**src/rtl/key_debounce_pkg.sv**
```systemverilog
// Shared types and constants for the push-button debouncer.
package key_debounce_pkg;

  localparam int unsigned CntWidth              = 24;
  localparam int unsigned DefaultDebounceCycles = 1000000;

  typedef logic [CntWidth-1:0] cnt_t;

  typedef enum logic [1:0] {
    StIdle        = 2'd0,
    StPressWait   = 2'd1,
    StHeld        = 2'd2,
    StReleaseWait = 2'd3
  } key_state_e;

  // The debounced level is "down" once a press has been accepted and until the
  // release has been accepted.
  function automatic logic is_down(key_state_e st);
    return (st == StHeld) || (st == StReleaseWait);
  endfunction

endpackage

```
**src/rtl/key_debounce_ch.sv**
```systemverilog
// Single-key debouncer: two-flop synchronizer, four-state FSM, counter and
// registered level/pulse outputs.
module key_debounce_ch
  import key_debounce_pkg::*;
#(
  parameter int unsigned DebounceCycles = DefaultDebounceCycles
) (
  input  logic clk_i,
  input  logic rst_ni,
  input  logic key_ni,
  output logic pressed_o,
  output logic press_pulse_o,
  output logic release_pulse_o
);

  localparam cnt_t CntLast = cnt_t'(DebounceCycles - 1);

  logic [1:0] sync_q;
  logic       key_s;

  key_state_e state_q, state_d;
  cnt_t       cnt_q, cnt_d;

  logic pressed_q, pressed_d;
  logic press_pulse_q, press_pulse_d;
  logic release_pulse_q, release_pulse_d;

  // Synchronizer resets to the released level so reset never looks like a press.
  always_ff @(posedge clk_i or negedge rst_ni) begin
    if (!rst_ni) begin
      sync_q <= 2'b11;
    end else begin
      sync_q <= {sync_q[0], key_ni};
    end
  end

  assign key_s = sync_q[1];

  always_ff @(posedge clk_i or negedge rst_ni) begin
    if (!rst_ni) begin
      state_q         <= StIdle;
      cnt_q           <= '0;
      pressed_q       <= 1'b0;
      press_pulse_q   <= 1'b0;
      release_pulse_q <= 1'b0;
    end else begin
      state_q         <= state_d;
      cnt_q           <= cnt_d;
      pressed_q       <= pressed_d;
      press_pulse_q   <= press_pulse_d;
      release_pulse_q <= release_pulse_d;
    end
  end

  always_comb begin
    state_d = state_q;
    cnt_d   = cnt_q;
    unique case (state_q)
      StIdle: begin
        if (!key_s) begin
          state_d = StPressWait;
          cnt_d   = '0;
        end
      end
      StPressWait: begin
        if (key_s) begin
          state_d = StIdle;
          cnt_d   = '0;
        end else if (cnt_q == CntLast) begin
          state_d = StHeld;
          cnt_d   = '0;
        end else begin
          cnt_d = cnt_q + cnt_t'(1);
        end
      end
      StHeld: begin
        if (key_s) begin
          state_d = StReleaseWait;
          cnt_d   = '0;
        end
      end
      StReleaseWait: begin
        if (!key_s) begin
          state_d = StHeld;
          cnt_d   = '0;
        end else if (cnt_q == CntLast) begin
          state_d = StIdle;
          cnt_d   = '0;
        end else begin
          cnt_d = cnt_q + cnt_t'(1);
        end
      end
      default: begin
        state_d = StIdle;
        cnt_d   = '0;
      end
    endcase
  end

  // Outputs are decoded from the upcoming state so they change on the same
  // edge as the accepting transition.
  always_comb begin
    pressed_d       = is_down(state_d);
    press_pulse_d   = (state_q == StPressWait) && (state_d == StHeld);
    release_pulse_d = (state_q == StReleaseWait) && (state_d == StIdle);
  end

  assign pressed_o       = pressed_q;
  assign press_pulse_o   = press_pulse_q;
  assign release_pulse_o = release_pulse_q;

endmodule

```
**src/rtl/key_debounce.sv**
```systemverilog
// Debouncer for N_KEYS independent active-low push buttons.
module key_debounce
  import key_debounce_pkg::*;
#(
  parameter int unsigned N_KEYS          = 4,
  parameter int unsigned DEBOUNCE_CYCLES = DefaultDebounceCycles
) (
  input  logic              clk,
  input  logic              rst_n,
  input  logic [N_KEYS-1:0] key_n,
  output logic [N_KEYS-1:0] pressed,
  output logic [N_KEYS-1:0] press_pulse,
  output logic [N_KEYS-1:0] release_pulse
);

  for (genvar i = 0; i < N_KEYS; i++) begin : g_ch
    key_debounce_ch #(
      .DebounceCycles (DEBOUNCE_CYCLES)
    ) u_ch (
      .clk_i           (clk),
      .rst_ni          (rst_n),
      .key_ni          (key_n[i]),
      .pressed_o       (pressed[i]),
      .press_pulse_o   (press_pulse[i]),
      .release_pulse_o (release_pulse[i])
    );
  end

endmodule

```
**config.mk**
```make
export PLATFORM = sky130hd
export DESIGN_NAME = key_debounce
export DESIGN_NICKNAME = d
export VERILOG_FILES = /design/src/rtl/key_debounce_pkg.sv /design/src/rtl/key_debounce_ch.sv /design/src/rtl/key_debounce.sv
export SDC_FILE = /design/constraint.sdc
export NUM_CORES = 1
export LEC_CHECK = 0
export CORE_ASPECT_RATIO = 0.5
export CORE_MARGIN = 5
export CORE_UTILIZATION = 35
export CTS_BUF_LIST = sky130_fd_sc_hd__clkbuf_4 sky130_fd_sc_hd__clkbuf_8
export DETAILED_ROUTE_END_ITERATION = 12
export PLACE_DENSITY = 0.49
export SYNTH_ARGS = -nofsm -noshare
export SYNTH_HDL_FRONTEND = slang
export SYNTH_SLANG_ARGS = --single-unit
```
**constraint.sdc**
```tcl
create_clock -name clk -period 3 [get_ports clk]
set_input_delay 0.6 -clock clk [delete_from_list [all_inputs] [get_ports clk]]
set_output_delay 0.6 -clock clk [all_outputs]
set_load 0.05 [all_outputs]
```
# Word-level counts from Yosys, hierarchy flattened
# Cells that the tools add are included.
[op_classes]
n_eq_ne = 32
reduce_logical = 24
n_mux = 52
addsub = 4
[ops]
columns = ["operator", "n"]
rows = [
  ["24-bit 2-to-1 mux", 20],
  ["24-bit case mux with 4 select lines", 4],
  ["24-bit by 1-bit adder with 24-bit output (second input constant)", 4],
  ["24-bit by 20-bit equality test with 1-bit output (second input constant)", 4],
  ["2-bit 2-to-1 mux", 24],
  ["2-bit equality test (second input constant)", 16],
  ["2-bit case mux with 4 select lines", 4],
  ["2-bit zero test", 8],
  ["2-bit by 1-bit equality test with 1-bit output (second input constant)", 4],
  ["1-bit logical AND", 8],
  ["2-bit by 1-bit != test with 1-bit output (second input constant)", 4],
  ["2-bit != test (second input constant)", 4],
  ["2-bit AND reduction", 4],
  ["1-bit logical OR", 4],
]
[totals]
wordCells = 136
register_bits = 124

# Longest topological paths before layout
# Gate-level depths: netlist of the first run.
[logic_depth]
depth_word = 6
mapped_depth = 9

# Modules after synthesis
# A second synthesis of the first run with hierarchy kept.
[hier_totals]
cells_unflattened = 689
area_unflattened_um2 = 6414.9
[modules_own_cells]
columns = ["mod", "area_per_inst_um2", "cells_per_inst", "n_inst"]
rows = [
  ["key_debounce_ch at g_ch[0].u_ch ...", 1614.0, 174, 3],
  ["key_debounce_ch at g_ch[3].u_ch", 1572.8, 167, 1],
]

# Worst setup path before layout of the first run
# OpenSTA, ideal clock, no wires.
[synth_timing]
path_type = "register to register"
start = "reg g_ch[3].u_ch.cnt_q[0]"
end = "reg g_ch[3].u_ch.cnt_q[23]"
arrival_time_ns = 1.841
path_slack_ns = 1.077
n_path_buf = 1
synth_period_minus_slack_ns = 1.923
stages_incl_launch_ff = 8
t_required_ns = 2.918
cell_sequence = "dfrtp_1 > ha_1 > nand3_1 > and4bb_2 > a21oi_2 > buf_6 > a21bo_2 > a31oi_1"
[synth_between]
elab_chain_len = 4
elab_cells_between_ends = 6
cone_classes = "add/sub: 1; eq/ne: 1; mux: 4"
[synth_lines]
columns = ["item", "line_no", "text"]
rows = [
  ["start: declaration", "key_debounce_ch.sv:22", "cnt_t cnt_q, cnt_d;"],
  ["start signal: assignment", "key_debounce_ch.sv:48", "cnt_q <= cnt_d;"],
  ["24-bit by 1-bit adder with 24-bit output or 24-bit by 20-bit equality test with 1-bit output (tied branches)", "-", ""],
  ["24-bit 2-to-1 mux (*)", "key_debounce_ch.sv:69, key_debounce_ch.sv:86", ""],
  ["24-bit 2-to-1 mux, on equally long branches", "key_debounce_ch.sv:83, key_debounce_ch.sv:66", ""],
  ["24-bit case mux with 4 select lines (*)", "key_debounce_ch.sv:58", "unique case (state_q)"],
]
# Every way passes the cells marked *; elsewhere a longest branch is shown, timed or not.
# A chain may end at the register's enable or synchronous reset.

# Worst setup path after layout of the first run
[layout_timing]
start = "reg g_ch[1].u_ch.cnt_q[18]"
end = "reg g_ch[1].u_ch.cnt_q[20]"
[layout_between]
elab_chain_len = 4
elab_cells_between_ends = 6
cone_classes = "add/sub: 1; eq/ne: 1; mux: 4"
[layout_lines]
columns = ["item", "line_no"]
rows = [
  ["start: declaration", "key_debounce_ch.sv:22"],
  ["start signal: assignment", "key_debounce_ch.sv:48"],
  ["24-bit by 1-bit adder with 24-bit output or 24-bit by 20-bit equality test with 1-bit output (tied branches)", "-"],
  ["24-bit 2-to-1 mux (*)", "key_debounce_ch.sv:69, key_debounce_ch.sv:86"],
  ["24-bit 2-to-1 mux, on equally long branches", "key_debounce_ch.sv:83, key_debounce_ch.sv:66"],
  ["24-bit case mux with 4 select lines (*)", "key_debounce_ch.sv:58"],
]
# Marked as above.

==> results of run 1 <==
==> power groups by stage <==
stage / Combinational (µW) / Clock (µW) / Sequential, µW
detailed placement: 197 / 0 / 1780
global route: 222 / 1630 / 1760
global placement: 194 / 0 / 1780
floorplan: 130 / 0 / 1770
finish: 193 / 1510 / 1750
CTS: 197 / 1560 / 1750
==> metrics by stage <==
stage               instances  utilization  hold WS (ps)
finish                    958        0.393           184
global route              958        0.393           209
CTS                       958        0.393           193
detailed placement        926        0.371           347
global placement          926        0.371           346
floorplan                 705            -           304
==> cell usage after synthesis (12+ instances only) <==
cell / number
sky130_fd_sc_hd__inv_1: 19
sky130_fd_sc_hd__nor2_1: 38
sky130_fd_sc_hd__o21ai_0: 43
sky130_fd_sc_hd__dfrtp_1: 116
sky130_fd_sc_hd__clkbuf_1: 13
sky130_fd_sc_hd__nand3_1: 34
sky130_fd_sc_hd__a21oi_1: 52
sky130_fd_sc_hd__nor3_1: 16
sky130_fd_sc_hd__nand4_1: 29
sky130_fd_sc_hd__nand2_1: 76
sky130_fd_sc_hd__a31oi_1: 70
sky130_fd_sc_hd__buf_2: 15
sky130_fd_sc_hd__buf_4: 12
sky130_fd_sc_hd__and3_1: 14
==> worst paths after layout <==
| check | to | cells past startpoint |
|---|---|---|
| max | g_ch[1].u_ch.cnt_q[20] | 6 |
| max reg2reg | g_ch[1].u_ch.cnt_q[20] | 6 |
| min reg2reg | g_ch[1].u_ch.sync_q[1] | 0 |
| max in group asynchronous | g_ch[1].u_ch.sync_q[0] | 2 |
| min | g_ch[0].u_ch.press_pulse_o | 1 |
| min in group clk | g_ch[1].u_ch.sync_q[1] | 0 |
==> registers in the layout, summed over array words and instances (netlist names) <==
| signal | count |
|---|---|
| g_ch.u_ch.state_q | 8 |
| g_ch.u_ch.press_pulse_o | 4 |
| g_ch.u_ch.release_pulse_o | 4 |
| g_ch.u_ch.sync_q | 8 |
| g_ch.u_ch.pressed_o | 4 |
| g_ch.u_ch.cnt_q | 96 |
==> cell families (layout without fill, tap and decap cells) <==
family / count (synthesis) / count (layout)
flip-flops: 124 / 124
AO/OA/AOI/OAI: 213 / 213
buffers and inverters: 64 / 77
AND/OR/NAND/NOR: 285 / 285
adder cells (fa/ha/maj): 4 / 4
XOR/XNOR: 8 / 8
multiplexers: 7 / 7
==> cell type report <==
type | instances | share of cell area
multi-input combinational | 517 | 0.423
timing repair buffer | 26 | 0.0362
sequential | 124 | 0.433
inverter | 19 | 0.00992
tap | 240 | 0.0418
clock buffer | 19 | 0.0364
clock inverter | 13 | 0.0198
==> metal layers <==
metal | part of all wire | track usage | vias up | wire [µm]
li1 | - | - | 2636 | -
met1 | 0.52 | 0.202 | 2636 | 7670
met2 | 0.44 | 0.221 | 61 | 6560
met3 | 0.033 | 0.0396 | 12 | 492
met4 | 0.0079 | 0.0382 | 0 | 117
met5 | 0 | 0 | - | 0
==> flow_summary.json, run 1 <==
{
  "worstSetupPathType": "reg -> reg",
  "final_common_cell": "sky130_fd_sc_hd__dfrtp_1",
  "drt_first_pass_iters": 4,
  "yosysSeqAreaShare": 0.480,
  "maximum_fanout_encountered_on_the_critical_timing_path": 29,
  "p_clk_frac": 0.437,
  "grt_start_max_net_pins": 47,
  "drt-vias-per-instance": 5.58,
  "power_frac_comb": 0.056,
  "p_leak_uw": 0.00288,
  "setup_ws_ps": 451,
  "reg_area_um2": 3110,
  "syn-mean-instance-area_um2": 9.19,
  "synth_top_cells_by_area": "sky130_fd_sc_hd__dfrtp_1, sky130_fd_sc_hd__a31oi_1, sky130_fd_sc_hd__nand2_1",
  "report.final.hold_viol_count": 0,
  "worst-endpoint-required_ps": 3350,
  "crit_path_cell_trace": "and4_1 > and3_1 > a21oi_2 > buf_4 > a31oi_1 > a31oi_1",
  "tritoncts": "built",
  "outcome": "finished clean",
  "grt_setup_unrepaired": "false",
  "max-vdd-ir-drop_v": 0.000262,
  "post_synth_mux_area_share": 0.0112,
  "power_switching_share": 0.260,
  "power.internal_uw": 2560,
  "critical_path_start": "g_ch[1].u_ch.cnt_q[18]",
  "detailed_place.area_um2": 6790,
  "dr_wl_cell_um": 15.5,
  "cts.path.max_buffers": 2,
  "synth.cell_area_um2": 6480,
  "critPathMostFrequentCell": "sky130_fd_sc_hd__a31oi_1",
  "fin_area_um2": 7190,
  "cts_inserted_buffers": 17,
  "critical_path_arrival_ps": 2900,
  "setup_tns_ps": 0,
  "clock-sinks": 124,
  "vias": 5345,
  "timing_max_transition_violations_final": 0,
  "post_synth_fa_ha_maj_area_fraction": 0.00772,
  "multi_input_area_um2": 3040,
  "gp_congestion": 0.790,
  "drc": 0,
  "clock_latency_ps": 440,
  "dr.first_iter.drc_count": 344,
  "min-delay-path-class": "in -> async",
  "yosys.area_share.simple": 0.237,
  "synth_area_leader_cell": "sky130_fd_sc_hd__dfrtp_1",
  "post_cts_resized": 0,
  "antenna_violations_before_repair": 0,
  "compound_gate_fraction_of_synth_area": 0.202,
  "maxCapViolations": 0,
  "cts_post_setup_buffers_inserted": 0,
  "grt_pass1_wl_um": 25800,
  "max_freq_mhz": 392,
  "final_min_period_over_clock_period": 0.850,
  "fillCellCount": 1843,
  "hold_fix_buffer_count_after_cts": 0,
  "floorplan.die_area_um2": 21500,
  "place.port_buffers": 17,
  "ctsRootBufferMaster": "sky130_fd_sc_hd__clkbuf_8",
  "r2r-start": "g_ch[1].u_ch.cnt_q[18]",
  "yosys.area_share.xor_xnor": 0.0108,
  "core.rowCount": 35,
  "ys_seq_elements": 124,
  "synth_top_cell_area_share": 0.448,
  "fin_crit_ps": 2550,
  "power_uw": 3460,
  "synth-edff-count": 0,
  "crit_family": "compound AO/OA/AOI/OAI gates",
  "initial_core_util": 0.354,
  "power-per-cell-area_nw_per_um2": 481,
  "capturing_element_type_of_the_critical_path": "flip-flop",
  "totalWireLength_um": 14800,
  "r2r_slack_ps": 450,
  "top_ports": 18,
  "antennaDiodeCount": 0,
  "synth_flop_cell": "sky130_fd_sc_hd__dfrtp_1",
  "crit_slowest_cell": "sky130_fd_sc_hd__a21oi_2",
  "die-width_um": 202,
  "detailedPlace.worstSlack_ps": 503,
  "postSynthNetCount": 715,
  "num-nets-final": 715,
  "setup_viol_count_final": 0,
  "drive_gt1_frac": 0.0947,
  "grt_usage": 0.144,
  "die_y_um": 106,
  "yosysUniqueCellTypes": 57,
  "worst_pin_slew_ps": 1180,
  "final.setup_skew_ps": 12.9,
  "synth_top_family_by_area": "simple AND/OR/NAND/NOR gates",
  "total_switching_power_uw": 900,
  "layout_common_cells": "sky130_fd_sc_hd__dfrtp_1, sky130_fd_sc_hd__nand2_1, sky130_fd_sc_hd__a31oi_1",
  "post-dp-hpwl_um": 9620,
  "grt_pass1_vias": 5081,
  "seq_power_share": 0.507,
  "synth-async-reset-ratio": 1.00,
  "post_synth_inst_count": 705,
  "worst_slew_margin_rel": 0.216,
  "globalRouteOverflowTotal": 0,
  "drt.antenna.violating_nets": 0,
  "placeableCoreArea_um2": 18300,
  "ys_warn_count": 0,
  "critical-path-max-stage-delay_ps": 930,
  "crit_path_start_kind": "flip-flop",
  "syn_to_final_growth_pct": 11.0,
  "clk_pin_slew_worst_paths_ps": 80,
  "htree_levels": 4,
  "bufs_and_invs_on_worst_path": 1
}
No activity file was read; power rests on OpenSTA's default activity.
==> run 2, diff against run 1 <==
clock period = 2.6 ns   (was 3 ns; I/O delays follow)
==> run 2 against run 1 <==
Against the previous run:
- clock-buffer cell count decreased by 1
- routed wire length decreased by 0.24%
- setup slack worse by 22 ps
- clock skew down 1.1 ps
- combinational power grew 20%
- global-route usage is 0.14 points lower
- die area unchanged
- first-iteration DRC count is 19% lower
- hold slack got worse by 150 ps
- clock power rose by 19%
- sequential cell count is the same
- register-to-register slack lost 20 ps
- critical path type unchanged
- largest cell class unchanged
- highest routed layer unchanged
==> flow_summary.json, run 2 (same netlist as run 1, synthesis figures left out) <==
{
  "p_clk_frac": 0.443,
  "clock-sinks": 124,
  "tritoncts": "built",
  "final.setup_skew_ps": 11.9,
  "syn_to_final_growth_pct": 12.8,
  "antennaDiodeCount": 0,
  "max_freq_mhz": 461,
  "drt-vias-per-instance": 5.56,
  "drt.antenna.violating_nets": 0,
  "dr_wl_cell_um": 15.2,
  "drive_gt1_frac": 0.112,
  "setup_viol_count_final": 0,
  "hold_fix_buffer_count_after_cts": 0,
  "r2r_slack_ps": 430,
  "reg2reg_to": "g_ch[0].u_ch.cnt_q[19]",
  "reg.largest.list": "g_ch.u_ch.cnt_q x96, g_ch.u_ch.state_q x8, g_ch.u_ch.sync_q x8",
  "drc": 0,
  "final_min_period_over_clock_period": 0.835,
  "grt_setup_unrepaired": "false",
  "report.final.hold_viol_count": 0,
  "grt_pass1_wl_um": 25600,
  "antenna_violations_before_repair": 0,
  "post-dp-hpwl_um": 9990,
  "grt_usage": 0.143,
  "min-delay-path-class": "in -> async",
  "worst_pin_slew_ps": 717,
  "power_switching_share": 0.253,
  "cts_post_setup_buffers_inserted": 0,
  "ctsRootBufferMaster": "sky130_fd_sc_hd__clkbuf_8",
  "critical_path_arrival_ps": 2500,
  "crit_path_start_kind": "flip-flop",
  "worst-r2r-cell-count": 6,
  "setup_tns_ps": 0,
  "cts_inserted_buffers": 17,
  "maxCapViolations": 0,
  "htree_levels": 4,
  "fillCellCount": 1822,
  "worst_slew_margin_rel": 0.522,
  "seq_power_share": 0.500,
  "gp_congestion": 0.785,
  "worstSetupPathType": "reg -> reg",
  "dr.first_iter.drc_count": 278,
  "final_common_cell": "sky130_fd_sc_hd__dfrtp_1",
  "power_uw": 4050,
  "placeableCoreArea_um2": 18300,
  "post_cts_resized": 0,
  "grt_start_max_net_pins": 50,
  "outcome": "finished clean",
  "power_frac_comb": 0.057,
  "grt_pass1_vias": 5166,
  "fin_crit_ps": 2170,
  "final.hold.worst_slack_ps": 34.5,
  "power.internal_uw": 3030,
  "num-nets-final": 729,
  "totalWireLength_um": 14800,
  "r2r-start": "g_ch[0].u_ch.cnt_q[0]",
  "die-width_um": 202,
  "die_y_um": 106,
  "vias": 5402,
  "critical_path_start": "g_ch[0].u_ch.cnt_q[0]",
  "maximum_fanout_encountered_on_the_critical_timing_path": 31,
  "timing_max_transition_violations_final": 0,
  "clk_pin_slew_worst_paths_ps": 80,
  "worst-endpoint-required_ps": 2930,
  "layout_common_cells": "sky130_fd_sc_hd__dfrtp_1, sky130_fd_sc_hd__nand2_1, sky130_fd_sc_hd__a31oi_1",
  "floorplan.die_area_um2": 21500,
  "power-per-cell-area_nw_per_um2": 554,
  "initial_core_util": 0.354,
  "clock_latency_ps": 430,
  "core.rowCount": 35,
  "stdcell_count": 972,
  "cp-endpoint": "g_ch[0].u_ch.cnt_q[19]",
  "capturing_element_type_of_the_critical_path": "flip-flop",
  "max-vdd-ir-drop_v": 0.000296,
  "dpl.cell_count": 940,
  "globalRouteOverflowTotal": 0,
  "largest_reg_flops": 96,
  "place.port_buffers": 17,
  "drt_first_pass_iters": 6,
  "cts.path.max_buffers": 2,
  "p_leak_uw": 0.00296,
  "total_switching_power_uw": 1020,
  "regMostFlops": "g_ch.u_ch.cnt_q",
  "top_ports": 18
}
run 2: cell count changes in the layout (fill, tap and decap cells not counted):
cell                         delta
sky130_fd_sc_hd__clkinvlp_4     -1
sky130_fd_sc_hd__buf_4         +14
sky130_fd_sc_hd__bufinv_16      +1
sky130_fd_sc_hd__clkinv_2       +1
sky130_fd_sc_hd__clkbuf_8       -1
run 2: worst min path at each step:
stage / from / end / slack [ps] / cells after the start
3_3_place_gp: g_ch[0].u_ch.sync_q[0] / g_ch[0].u_ch.sync_q[1] / 350 / 0
3_5_place_dp: g_ch[2].u_ch.sync_q[0] / g_ch[2].u_ch.sync_q[1] / 350 / 0
2_1_floorplan: rst_n / g_ch[0].u_ch.cnt_q[0] / 220 / 0
6_report: rst_n / g_ch[0].u_ch.pressed_o / 30 / 1
5_1_grt: rst_n / g_ch[0].u_ch.pressed_o / 30 / 1
4_1_cts: rst_n / g_ch[0].u_ch.cnt_q[13] / 30 / 1
run 2: worst max-delay path, stage by stage, from the launching register on:
cell and delay [ps]:
sky130_fd_sc_hd__dfrtp_1 400, sky130_fd_sc_hd__ha_1 240, sky130_fd_sc_hd__and4_1 270, sky130_fd_sc_hd__nand4_1 150
sky130_fd_sc_hd__o21ba_2 570, sky130_fd_sc_hd__o21ai_0 210, sky130_fd_sc_hd__a31oi_1 240
run 2: through the flow:
stage / cell area, µm² / setup slack [ps] / util
floorplan: 6480 / 677 / -
global placement: 6890 / 496 / 0.376
detailed placement: 6890 / 468 / 0.376
CTS: 7310 / 453 / 0.399
global route: 7310 / 227 / 0.399
finish: 7310 / 429 / 0.399
run 2: final cells by class:
| class | instances | area [µm²] | area share |
|---|---|---|---|
| Multi-Input combinational cell | 517 | 3040 | 0.416 |
| Inverter | 19 | 71.3 | 0.00976 |
| Clock inverter | 14 | 170 | 0.0233 |
| Timing Repair Buffer | 40 | 365 | 0.0500 |
| Tap cell | 240 | 300 | 0.0411 |
| Clock buffer | 18 | 248 | 0.0339 |
| Sequential cell | 124 | 3110 | 0.426 |
run 2: power by group through the flow:
stage	combinational, µW	sequential, µW	clock, µW
global route	267	2030	1960
floorplan	150	2040	0
detailed placement	238	2060	0
CTS	239	2020	1860
global placement	234	2060	0
finish	232	2020	1800
run 2: per-layer routing:
| metal | GRT usage | vias up | part of all wire |
|---|---|---|---|
| li1 | - | 2667 | - |
| met1 | 0.198 | 2643 | 0.51 |
| met2 | 0.226 | 86 | 0.45 |
| met3 | 0.0369 | 6 | 0.033 |
| met4 | 0.0310 | 0 | 0.0046 |
| met5 | 0 | - | 0 |
==> patch 1 (config.mk and constraints of run 2) <==
Add an input register stage for `key_n`; this delays it by one clock.
--- a/src/rtl/key_debounce.sv
+++ b/src/rtl/key_debounce.sv
@@ -15,2 +15,8 @@
 
+  logic [N_KEYS-1:0] key_n_q;
+
+  always_ff @(posedge clk) begin
+      key_n_q <= key_n;
+  end
+
   for (genvar i = 0; i < N_KEYS; i++) begin : g_ch
@@ -21,3 +27,3 @@
       .rst_ni          (rst_n),
-      .key_ni          (key_n[i]),
+      .key_ni          (key_n_q[i]),
       .pressed_o       (pressed[i]),
Check against the original RTL: no difference found for any inputs over 10 cycles, from zero or initial values and one cycle with rst_n low; that may be too few to reach the edited logic, so the function may still have changed.
==> patch 1 against run 2 <==
  * Area after synthesis grew 0.71%
  * Cell area rose by 0.38%
  * Largest cell class unchanged
  * Sequential cell count increased by 4
  * Total power up 3.0%
  * Clock power is 2% higher
  * Clock skew grew 0.0062 ns
  * Highest routed layer unchanged
  * Wire length down 4.4%
  * Critical path depth rose by 1
  * Via count is 4.4% lower
  * Largest power group unchanged
  * Worst setup slack got worse by 0.081 ns
==> patch 1: results (changes against run 2) <==
Net Count, Synth 691 (-3.4%); Slew @ Worst Pin 1.11 ns (+0.390 ns); largest net degree at the start of global routing 52 (+4.0%); Seq/Total Area, Yosys 48.9% (+0.89 points); GRT Util Overall 13.8% (-0.46 points); router iterations before antenna repair 4 (-2); Setup Skew 0.0181 ns (+0.00620 ns); average wire per standard cell 15.0 um (-1.4%); dpl hpwl 9.29 mm (-7.0%); Reg2Reg Depth 7 (+1); vias post-DR 5167 (-4.4%); Pleak 3.09 nW (+4.4%); 1st-iter DRT viols 375 (+35%); Initial Util 35.6% (+0.17 points); vias in the first global route 4864 (-5.8%); global-route wire length before repair 24.7 mm (-3.6%); WP data arrival 2.62 ns (+0.12 ns); ranking of synthesized cells by area dfrtp_1, a31oi_1, nand2_1, nand3_1, dfstp_2; status finished, final reports clean; Reg-to-Reg Start g_ch[3].u_ch.cnt_q[0]; layout net count 699 (-4.1%); Worst Hold Class register to register; async set-reset flop share out of synthesis 96.9% (-3.1 points); VDD IR max 0.252 mV (-15%); # fillers 1783 (-2.1%); hold buffer count at cts 1 (+1); share of layout cells above drive strength 1 11.4% (+0.19 points); Crit Path Max Fanout 21 (-32%); reg2reg end g_ch[3].u_ch.cnt_q[4]; DRT Wirelength 14.2 mm (-4.4%)
patch 1: area by class of cell:
class / count / area share [%]
Tap cell: 240 / 4.09
Sequential cell: 128 / 43.5
Clock buffer: 17 / 3.19
Inverter: 9 / 0.460
Multi-Input combinational cell: 500 / 41.7
Timing Repair Buffer: 33 / 4.52
Clock inverter: 15 / 2.47
patch 1: routing by layer:
layer | track usage (%) | vias up | share of wire (%)
li1 | - | 2575 | -
met1 | 20.3 | 2536 | 53
met2 | 20.1 | 49 | 43
met3 | 3.66 | 7 | 3.1
met4 | 3.66 | 0 | 0.78
met5 | 0 | - | 0
patch 1: logic make-up after synthesis:
kind of cell	share of synthesized area, %
AO/OA/AOI/OAI	18.1
XOR/XNOR	1.61
adder cells (fa/ha/maj)	0.767
buffers and inverters	4.26
flip-flops	48.9
multiplexers	2.05
AND/OR/NAND/NOR	24.3
patch 1: metrics by stage:
| stage | area (um^2) | hold slack (ns) |
|---|---|---|
| 6_report | 7340 | 0.289 |
| 3_3_place_gp | 6910 | 0.287 |
| 5_1_grt | 7340 | 0.303 |
| 2_1_floorplan | 6530 | 0.224 |
| 4_1_cts | 7340 | 0.293 |
| 3_5_place_dp | 6910 | 0.287 |
patch 1: critical path: stages (launching register included):
cell     delay, ns
dfrtp_1       0.42
ha_1          0.26
nand3_1       0.20
nor4_4        0.06
a21oi_2       0.57
buf_4         0.36
a41oi_1       0.15
a31oi_1       0.15
patch 1: report_power, final:
part | leakage, nW | switching [W] | internal (W)
logic | 1.16 | 0.000149 | 0.0000825
clock network | 0.208 | 0.000880 | 0.000960
registers | 1.72 | 0.0000616 | 0.00204
total | 3.09 | 0.00109 | 0.00308
==> patch 2 (settings of run 2) <==
Made on the original files. Set the parameter `N_KEYS` to 5 (it was 4).
--- a/src/rtl/key_debounce.sv
+++ b/src/rtl/key_debounce.sv
@@ -4,3 +4,3 @@
 #(
-  parameter int unsigned N_KEYS          = 4,
+  parameter int unsigned N_KEYS          = 5,
   parameter int unsigned DEBOUNCE_CYCLES = DefaultDebounceCycles
Interface: changed (resized key_n, press_pulse, pressed and release_pulse); port bits go from 18 to 22. The function was not compared with the original's and may differ.
==> patch 2 against run 2 <==
  * Area after synthesis is 23% higher
  * Highest routed layer unchanged
  * Largest cell class unchanged
  * Cell area is 23% higher
  * Worst setup slack worse by 0.29 ns
  * Sequential cell count is 31 higher
  * Total power is 13% higher
  * Largest power group unchanged
  * Wire length is 20% higher
  * Global-route usage is 0.15 points higher
==> patch 2: results (changes against run 2) <==
status finished, final reports clean; Setup Skew 0.0136 ns (+0.00177 ns); share of layout cells above drive strength 1 9.73% (-1.5 points); WP data arrival 2.84 ns (+0.34 ns); 1st-iter DRT viols 530 (+91%); Crit Path Max Fanout 15 (-52%); ranking of synthesized cells by area dfrtp_1, a31oi_1, nand2_1, a21oi_1, nand3_1; Pleak 3.74 nW (+27%); layout net count 893 (+22%); Port Buffers 21 (+4); Final Wtd Congestion 0.776 (-1.1%); GRT Util Overall 14.4% (+0.15 points); slowest stage cell, crit path or4_1; area post-placement 0.00857 mm^2 (+24%); most frequent cells after synthesis dfrtp_1, nand2_1, a21oi_1, a31oi_1, nand3_1; DRT Wirelength 17.7 mm (+20%); Worst-Skew Late Latency 0.49 ns (+0.06 ns); Slew @ Worst Pin 0.759 ns (+0.0426 ns); VDD IR max 0.266 mV (-9.9%); dpl hpwl 11.6 mm (+16%); placed instance count 1168 (+24%); largest net degree at the start of global routing 57 (+14%); # fillers 2237 (+23%); Worst Hold Class register to register; average wire per standard cell 14.8 um (-3.1%); Seq/Total Area, Yosys 48.8% (+0.79 points); Net Count, Synth 875 (+22%); router iterations before antenna repair 7 (+1); Switching Power 0.00129 W (+26%); synthesized area per cell 9.23 um^2 (+0.47%)
[patch 2: power groups by stage]
stage / sequential, W / clock, W / combinational [W]
2_1_floorplan: 0.00255 / 0 / 0.000174
3_3_place_gp: 0.00257 / 0 / 0.000284
3_5_place_dp: 0.00257 / 0 / 0.000288
4_1_cts: 0.00252 / 0.00186 / 0.000292
5_1_grt: 0.00253 / 0.00196 / 0.000326
6_report: 0.00252 / 0.00177 / 0.000284
[patch 2: worst paths after layout]
path	slack, ns	start	endpoint	cells after the start
max	0.14	g_ch[0].u_ch.cnt_q[8]	g_ch[0].u_ch.cnt_q[5]	6
min	0.36	g_ch[2].u_ch.sync_q[0]	g_ch[2].u_ch.sync_q[1]	0
max reg2reg	0.14	g_ch[0].u_ch.cnt_q[8]	g_ch[0].u_ch.cnt_q[5]	6
min reg2reg	0.36	g_ch[2].u_ch.sync_q[0]	g_ch[2].u_ch.sync_q[1]	0
max in group asynchronous	1.30	rst_n	g_ch[4].u_ch.sync_q[1]	3
min in group asynchronous	0.56	rst_n	g_ch[2].u_ch.cnt_q[21]	2
[patch 2: area by class of cell]
cell class              instances  area [um^2]  share of cell area [%]
repair buffers                 50          482                    5.38
flip-flops and latches        155         3890                    43.5
clock buffers                  18          248                    2.77
clock inverters                14          125                    1.40
well taps                     307          384                    4.29
inverters                      22         82.6                   0.922
multi-input cells             635         3740                    41.8
[patch 2: worst max-delay path: cells and delay by family, from the launching register on]
family                 cells  cell delay, ns
AO/OA/AOI/OAI              3            0.78
AND/OR/NAND/NOR            2            0.89
flip-flops                 1            0.44
buffers and inverters      1            0.25
[patch 2: through the flow]
stage               setup slack [ns]  power, W
floorplan                      0.359   0.00272
global placement               0.159   0.00285
detailed placement             0.142   0.00286
CTS                            0.126   0.00467
global route                  0.0392   0.00482
finish                         0.138   0.00458
[patch 2: logic make-up (layout without fill, tap and decap cells)]
kind of cell | Yosys count | count (layout) | share of synthesized area [%]
simple gates | 364 | 364 | 24.0
flops | 155 | 155 | 48.8
mux | 10 | 10 | 1.27
fa+ha+maj | 5 | 5 | 0.785
xor+xnor | 15 | 15 | 1.65
compound gates | 241 | 241 | 19.1
buf+inv | 73 | 104 | 4.37
[patch 2: timing repair]
item | in CTS | in global routing
endpoints found under the hold margin | 17 | 0
hold buffers | 1 | 0
buffers inserted | 0 | 0
[patch 2: per-layer routing]
| metal | global-route usage [%] | vias up | share of wire (%) |
|---|---|---|---|
| met1 | 20.0 | 3149 | 51 |
| met5 | 0 | - | 0 |
| met2 | 22.2 | 72 | 44 |
| met4 | 4.04 | 0 | 1.1 |
| met3 | 4.27 | 16 | 3.5 |
| li1 | - | 3258 | - |
